<file path="src/rtl/multicycle_control.sv">
// Multi-cycle control sequencer for the 9-bit accumulator core: fetch over a
// ready/request handshake, decode, then EXEC/MEM/WB with halt, fault and retire count.
module multicycle_control #(
  parameter int INSTR_W = 9,
  parameter int TIMEOUT = 16,
  parameter int CNT_W   = 16
) (
  input  logic               clk,
  input  logic               rst_n,
  input  logic               start,
  input  logic [INSTR_W-1:0] instr_data,
  input  logic               mem_ready,
  input  logic               alu_cond,
  output logic               mem_req,
  output logic               mem_we,
  output logic [3:0]         alu_inst,
  output logic               write_flag,
  output logic               pc_inc,
  output logic               pc_branch,
  output logic               pc_jump,
  output logic               halted,
  output logic               fault,
  output logic [CNT_W-1:0]   retired
);

  typedef enum logic [2:0] {
    S_IDLE, S_FETCH, S_DECODE, S_EXEC, S_MEM, S_WB, S_HALT, S_FAULT
  } state_t;

  localparam logic [3:0] OP_LB  = 4'd0,  OP_LHB = 4'd1,  OP_JMP = 4'd2,  OP_STR = 4'd3;
  localparam logic [3:0] OP_LIM = 4'd4,  OP_MVB = 4'd5,  OP_MVF = 4'd6,  OP_ADD = 4'd7;
  localparam logic [3:0] OP_SUB = 4'd8,  OP_SFT = 4'd9,  OP_BNE = 4'd10, OP_BEQ = 4'd11;
  localparam logic [3:0] OP_BLT = 4'd12, OP_INC = 4'd13, OP_HLT = 4'd14, OP_TBA = 4'd15;

  // Wait counter only needs to reach TIMEOUT-1 before the fault fires.
  localparam int WAIT_W = (TIMEOUT > 2) ? $clog2(TIMEOUT) : 1;
  localparam logic [WAIT_W-1:0] WAIT_LAST = WAIT_W'((TIMEOUT > 0) ? TIMEOUT - 1 : 0);

  state_t             state_q, state_d;
  logic [INSTR_W-1:0] ir_q, ir_d;
  logic [WAIT_W-1:0]  wait_q, wait_d;
  logic [CNT_W-1:0]   retired_q, retired_d;

  logic [3:0] opcode;
  logic       imm;
  logic       is_branch;
  logic       timeout_hit;
  logic       retire;

  assign opcode    = ir_q[INSTR_W-1 -: 4];
  assign imm       = ir_q[INSTR_W-5];
  assign is_branch = (opcode == OP_BNE) || (opcode == OP_BEQ) || (opcode == OP_BLT);

  generate
    if (INSTR_W > 5) begin : g_ir_low
      logic unused_ir_low;
      assign unused_ir_low = ^ir_q[INSTR_W-6:0];
    end
  endgenerate

  always_ff @(posedge clk or negedge rst_n) begin
    if (!rst_n) begin
      state_q   <= S_IDLE;
      ir_q      <= '0;
      wait_q    <= '0;
      retired_q <= '0;
    end else begin
      state_q   <= state_d;
      ir_q      <= ir_d;
      wait_q    <= wait_d;
      retired_q <= retired_d;
    end
  end

  always_comb begin
    state_d     = state_q;
    ir_d        = ir_q;
    retire      = 1'b0;
    timeout_hit = (TIMEOUT != 0) && (wait_q == WAIT_LAST) && !mem_ready;
    unique case (state_q)
      S_IDLE:   if (start) state_d = S_FETCH;
      S_FETCH: begin
        if (mem_ready) begin
          ir_d    = instr_data;
          state_d = S_DECODE;
        end else if (timeout_hit) begin
          state_d = S_FAULT;
        end
      end
      S_DECODE: begin
        unique case (opcode)
          OP_HLT: begin
            state_d = S_HALT;
            retire  = 1'b1;
          end
          OP_TBA:                 state_d = S_FAULT;
          OP_LB, OP_LHB, OP_STR:  state_d = S_MEM;
          OP_LIM, OP_MVB, OP_MVF: state_d = S_WB;
          default:                state_d = S_EXEC;
        endcase
      end
      S_EXEC: begin
        if (is_branch || opcode == OP_JMP) begin
          state_d = S_FETCH;
          retire  = 1'b1;
        end else begin
          state_d = S_WB;
        end
      end
      S_MEM: begin
        if (mem_ready) begin
          if (opcode == OP_STR) begin
            state_d = S_FETCH;
            retire  = 1'b1;
          end else begin
            state_d = S_WB;
          end
        end else if (timeout_hit) begin
          state_d = S_FAULT;
        end
      end
      S_WB: begin
        state_d = S_FETCH;
        retire  = 1'b1;
      end
      S_HALT:   if (start) state_d = S_FETCH;
      default:  state_d = S_FAULT;
    endcase

    // Any state change (including entry to FETCH/MEM) restarts the wait count.
    if (state_d != state_q)          wait_d = '0;
    else if (mem_req && !mem_ready)  wait_d = wait_q + 1'b1;
    else                             wait_d = wait_q;

    retired_d = (retire && (retired_q != {CNT_W{1'b1}})) ? retired_q + 1'b1 : retired_q;
  end

  always_comb begin
    mem_req    = 1'b0;
    mem_we     = 1'b0;
    alu_inst   = 4'd0;
    write_flag = 1'b0;
    pc_inc     = 1'b0;
    pc_branch  = 1'b0;
    pc_jump    = 1'b0;
    halted     = 1'b0;
    fault      = 1'b0;
    unique case (state_q)
      S_FETCH: begin
        mem_req = 1'b1;
        pc_inc  = mem_ready;
      end
      S_EXEC: begin
        unique case (opcode)
          OP_SUB:  alu_inst = 4'd1;
          OP_SFT:  alu_inst = imm ? 4'd3 : 4'd2;
          OP_INC:  alu_inst = imm ? 4'd4 : 4'd5;
          OP_BNE:  alu_inst = 4'd6;
          OP_BEQ:  alu_inst = 4'd7;
          OP_BLT:  alu_inst = 4'd8;
          default: alu_inst = 4'd0;
        endcase
        pc_branch = is_branch && alu_cond;
        pc_jump   = (opcode == OP_JMP);
      end
      S_MEM: begin
        mem_req = 1'b1;
        mem_we  = (opcode == OP_STR);
      end
      S_WB:    write_flag = 1'b1;
      S_HALT:  halted = 1'b1;
      S_FAULT: fault = 1'b1;
      default: ;
    endcase
  end

  assign retired = retired_q;

endmodule

</file>
<file path="config.mk">
export PLATFORM = sky130hd
export DESIGN_NAME = multicycle_control
export DESIGN_NICKNAME = d
export VERILOG_FILES = /design/src/rtl/multicycle_control.sv
export SDC_FILE = /design/constraint.sdc
export NUM_CORES = 1
export LEC_CHECK = 0
export BUFFER_PORTS_ARGS = -buffer_cell sky130_fd_sc_hd__buf_4
export CAP_MARGIN = 20
export CORE_AREA = 2 2 55 108
export CTS_CLUSTER_DIAMETER = 30
export DETAILED_ROUTE_END_ITERATION = 12
export DIE_AREA = 0 0 57 110
export GPL_ROUTABILITY_DRIVEN = 0
export HOLD_SLACK_MARGIN = 0.02
export PLACE_DENSITY = 0.61
export SETUP_SLACK_MARGIN = 0.15
export SLEW_MARGIN = 20
export SYNTH_ARGS = -nofsm -noshare
export SYNTH_HDL_FRONTEND = slang
export SYNTH_SLANG_ARGS = --single-unit
</file>
<file path="constraint.sdc">
create_clock -name clk -period 1.8 [get_ports clk]
set_clock_uncertainty 0.1 [all_clocks]
set_input_delay 0.27 -clock clk [delete_from_list [all_inputs] [get_ports clk]]
set_output_delay 0.27 -clock clk [all_outputs]
set_load 0.01 [all_outputs]
</file>
Word-level counts from Yosys, hierarchy flattened
Cells that the tools add are included.
Widths: inputs -> output; s select.
{"block": "totals", "ff_bits": 32, "output_inout_bits": 28, "word_cells": 73}
{"block": "classes", "addsub": 2, "eq_ne": 24, "muxes": 27, "n_reduce_logical": 16}
{"operator": "$eq 4x4->1 const B", "n": 9}
{"operator": "$pmux 4 s6", "n": 1}
{"operator": "$mux 3", "n": 6}
{"operator": "$pmux 3 s6", "n": 1}
{"operator": "$add 16x1->16 const B", "n": 1}
{"operator": "$ne 16x16->1 const B", "n": 1}
{"operator": "$mux 1", "n": 14}
{"operator": "$eq 3x3->1 const B", "n": 4}
{"operator": "$eq 4x3->1 const B", "n": 3}
{"operator": "$mux 4", "n": 3}
{"operator": "$pmux 3 s4", "n": 1}
{"operator": "$eq 4x2->1 const B", "n": 2}
{"operator": "$eq 3x2->1 const B", "n": 2}
{"operator": "$reduce_or 3->1", "n": 2}
{"operator": "$add 4x1->4 const B", "n": 1}
{"operator": "$eq 4x1->1 const B", "n": 1}
{"operator": "$logic_and 1x1->1", "n": 4}
{"operator": "$logic_not 4->1", "n": 1}
{"operator": "$pmux 1 s4", "n": 1}
{"operator": "$reduce_or 2->1", "n": 2}
{"operator": "$eq 3x1->1 const B", "n": 1}
{"operator": "$logic_not 3->1", "n": 1}
{"operator": "$logic_or 1x1->1", "n": 3}
{"operator": "$ne 3x3->1", "n": 1}
{"operator": "3 further kinds", "n": 3}

Longest topological paths before layout
{"block": "logic_depth", "word_depth": 8, "mapped_depth": 7, "depth_no_buf": 6}

Least setup slack after synthesis
Ideal clock, no wire load.
{"block": "synth_timing", "path_kind": "register to register", "start": "reg ir_q[5]", "end": "reg retired_q[1] (netlist: retired[1])", "t_arrival_ps": 1749, "required_ps": 1575, "path_slack_ps": -174, "stages_incl_launch_ff": 6, "n_path_buf": 0, "synth_period_minus_slack_ps": 1974, "cell_sequence": "dfrtp_1 and2b_1 a31oi_1 o32a_1 nor2_1 mux2_2"}
{"block": "synth_via", "elab_chain_len": 7, "elab_cells_between_ends": 15, "cone_classes": "eq/ne: 6; mux: 5; reduce/logical: 4"}
{"element": "start: declaration", "line": "40", "source": "logic [INSTR_W-1:0] ir_q, ir_d;"}
{"element": "start signal: assignment", "line": "69", "source": "ir_q <= ir_d;"}
{"element": "$eq 4x4->1", "line": "52", "source": "assign is_branch = (opcode == OP_BNE) || (opcode == OP_BEQ) || (opcode == OP_BLT);"}
{"element": "$logic_or 1x1->1 (2 in series)", "line": "52"}
{"element": "$logic_or 1x1->1", "line": "103", "source": "if (is_branch || opcode == OP_JMP) begin"}
{"element": "$mux 1", "line": "103"}
{"element": "$pmux 1 s4 (*)", "line": "80", "source": "unique case (state_q)"}
{"element": "$logic_and 1x1->1 (*)", "line": "135", "source": "retired_d = (retire && (retired_q != {CNT_W{1'b1}})) ? retired_q + 1'b1 : retired_q;"}
{"element": "end signal: assignment", "line": "71", "source": "retired_q <= retired_d;"}
{"element": "end: declaration", "line": "42", "source": "logic [CNT_W-1:0] retired_q, retired_d;"}
Every way passes the cells marked *; elsewhere a longest branch is shown, timed or not.
A chain may end at the register's enable or synchronous reset.

Final worst setup path
{"block": "layout_timing", "start": "reg ir_q[5]", "end": "reg retired_q[4] (netlist: retired[4])"}
The elaborated chain is that of the path after synthesis.

==> impl_metrics.py <==
metrics = {
    "outcome": {
        "status": "finished with violations",
        "violations": "negative setup slack",
    },
    "pwr": {
        "irDropWorstVdd_v": 0.001371,
        "powerDensity_nw_per_um2": 1740,
        "leakage_nw": 1.275,
        "power.total_mw": 5.039,
    },
    "routing": {
        "vias": 1790,
        "first_iter_violations": 23,
        "via_per_inst": 5.280,
        "drt.antenna.violating_nets": 0,
        "wl_um": 5226,
        "wl_per_cell_um": 15.42,
        "dr.pass1.iters": 4,
        "drc_errors": 0,
    },
    "worst_setup_path": {
        "slowest_stage": "dfrtp_1",
        "cp_cell_sequence": "and2b_2, a31oi_4, o32a_1, buf_4, or3_1, nand3_1",
        "startpoint": "ir_q[5]",
        "r2r_setup_slack_ns": -0.14,
        "endpoint_kind": "register",
        "crit_end": "retired[4]",
        "critPathTopFamily": "simple AND/OR/NAND/NOR gates",
        "r2r_start": "ir_q[5]",
        "startpoint_type": "register",
        "worstSetupPathType": "register to register",
        "crit_arrival_ns": 2.05,
        "worstReg2RegEnd": "retired[4]",
        "critPathBufInv": 1,
        "cp.required_ns": 1.91,
        "path_max_fanout": 4,
        "reg2reg_depth": 6,
        "cp_num_cells": 6,
        "crit_path_max_incr_delay_ns": 0.42,
    },
    "synth": {
        "synth_common_cells": "dfrtp_1, nand2_1, nor2_1, nor3_1, a21oi_1",
        "yosysMostFrequentCell": "dfrtp_1",
        "synth_top_area_cell": "dfrtp_1",
        "ys.flop_type": "dfrtp_1",
        "synthesis.nets": 203,
        "synth_seq_area_share_pct": 41.51,
        "synthDominantCellAreaShare_pct": 41.51,
        "avgSynthCellArea_um2": 9.026,
        "ys_types": 42,
        "synth_edf_count": 0,
        "synth_cells": 187,
        "syn_area_um2": 1688,
        "synth-async-reset-ratio_pct": 100.0,
        "synth_seq_cells": 28,
        "synth.area.top_cells": "dfrtp_1, xnor2_1, nor3_1",
        "yosysWarningCount": 0,
    },
    "clocking": {
        "clockBufferDepth": 2,
        "clkSinkCount": 28,
        "cts-root-buf": "clkbuf_8",
        "cts_tree": "yes",
        "clk_pin_slew_worst_paths_ns": 0.10,
        "clk_latency_ns": 0.27,
        "htree_num_levels": 1,
        "cts_made_buffers": 3,
    },
    "hold_path": {
        "holdCritPathClass": "primary input to register",
        "hold_start": "instr_data[4]",
    },
    "global_route": {
        "antenna_found_initial": 0,
        "grt_pass1_vias": 1789,
        "grtUsageTotal_pct": 16.46,
        "grt_first_pass_wirelength_um": 8155,
        "grt_overflow": 0,
        "grt_max_degree": 29,
    },
    "timing": {
        "maxSlewHeadroom_pct": 73.92,
        "hold_ws_ns": 0.1022,
        "period_share_pct": 107.7,
        "setup_slack_ns": -0.1380,
        "hold_viol_final": 0,
        "period_needed_ns": 1.938,
        "setup_viol": 23,
        "maxSlewViolCount": 0,
        "rsz0062_at_grt": "yes",
        "tightest_slew_ns": 0.3883,
        "fmax_ghz": 0.5160,
    },
    "layout": {
        "multi_input_comb_area_um2": 1229,
        "final_nets": 296,
        "fillers": 489,
        "drive_gt1_share_pct": 54.48,
        "final-seq-area_um2": 704.4,
        "instances_no_fill": 339,
        "final_util_pct": 53.44,
        "diodes": 0,
        "syn2layout_area_growth_pct": 71.61,
    },
    "die": {
        "dieArea_um2": 6270,
        "io_pins": 42,
        "core-area_um2": 5420,
        "rows": 38,
        "die_h_um": 110,
        "die_x_um": 57,
        "start_util_pct": 31.14,
    },
    "placement": {
        "port_buffers": 37,
        "place_ws_ns": -0.1605,
        "placedCellCount": 315,
        "dp_hpwl_um": 3470,
    },
    "job": {
        "maxCapViolCount": 0,
    },
}
per-stage QoR:
stage,setup TNS [ns],area (um^2)
final,-1.367,2897
after floorplan,-0.1419,1718
after global routing,-3.843,2897
after CTS,-1.519,2773
after global placement,-1.743,2337
after detailed placement,-2.136,2337
logic make-up after synthesis:
family	after synthesis	share of synthesized area, %
compound gates	39	14.98
xor+xnor	15	7.784
fa+ha+maj	2	1.482
buf+inv	13	3.113
flops	28	41.51
mux	6	3.929
simple gates	84	27.21
per-layer routing:
metal	track usage (%)	share of wire [%]	up-vias
met5	0	0	-
met4	5.980	3.2	0
met3	1.050	2.4	8
met2	33.50	58	30
met1	16.91	37	877
li1	-	-	875
state kept, by name, summed over array words and instances, names as in the netlist:
signal,flops
ir_q,5
retired,16
state_q,3
wait_q,4
worst register-to-register path: stages (launching register included):
cell,delay [ns]
dfrtp_1,0.42
and2b_2,0.27
a31oi_4,0.14
o32a_1,0.39
buf_4,0.17
or3_1,0.30
nand3_1,0.07
what timing repair did:
action | in CTS | in global routing
resized for setup | 52 | 20
endpoints found under the hold margin | 28 | 0
setup endpoints to repair | 33 | 34
hold buffers | 1 | 0
gates cloned | 1 | 0
setup buffers | 13 | 5
pin swaps | 21 | 10
layout by cell type, fill, tap and decap left out, types with 2 or more instances in the layout:
master	count
a21oi_1	9
a21oi_2	3
a31oi_1	4
a31oi_4	2
and3_1	4
buf_4	79
buf_6	18
clkbuf_8	3
dfrtp_1	25
dfrtp_2	3
ha_1	2
inv_1	2
mux2_2	4
nand2_1	11
nand2_2	2
nand2b_4	5
nand3_1	9
nand3b_1	3
nand4_1	8
nor2_1	9
nor2_2	4
nor3_1	5
nor3_2	8
nor4_4	2
o21ai_0	3
o21ai_2	2
xnor2_1	8
xor2_1	6
report_power, final:
group	internal [mW]	switching, mW	total, mW	leakage [nW]
Sequential	0.840	0.223	1.06	0.345
Clock	0.298	0.190	0.488	0.0357
Combinational	1.83	1.66	3.49	0.894
Total	2.97	2.07	5.04	1.28
layout make-up:
type	count	area share [%]
multi-input combinational	146	42.42
inverter	3	0.3888
sequential	28	24.32
clock inverter	1	1.037
tap	60	2.592
timing repair buffer	98	27.82
clock buffer	3	1.425
worst min path at each step:
| stage | end | slack, ns | cells after the start |
|---|---|---|---|
| 2_1_floorplan | ir_q[4] | -0.13 | 0 |
| 3_3_place_gp | retired[14] | 0.11 | 1 |
| 3_5_place_dp | retired[12] | 0.12 | 1 |
| 4_1_cts | ir_q[4] | 0.1 | 3 |
| 5_1_grt | ir_q[4] | 0.13 | 3 |
| 6_report | ir_q[4] | 0.10 | 3 |
(Power assumes the default switching activity.)
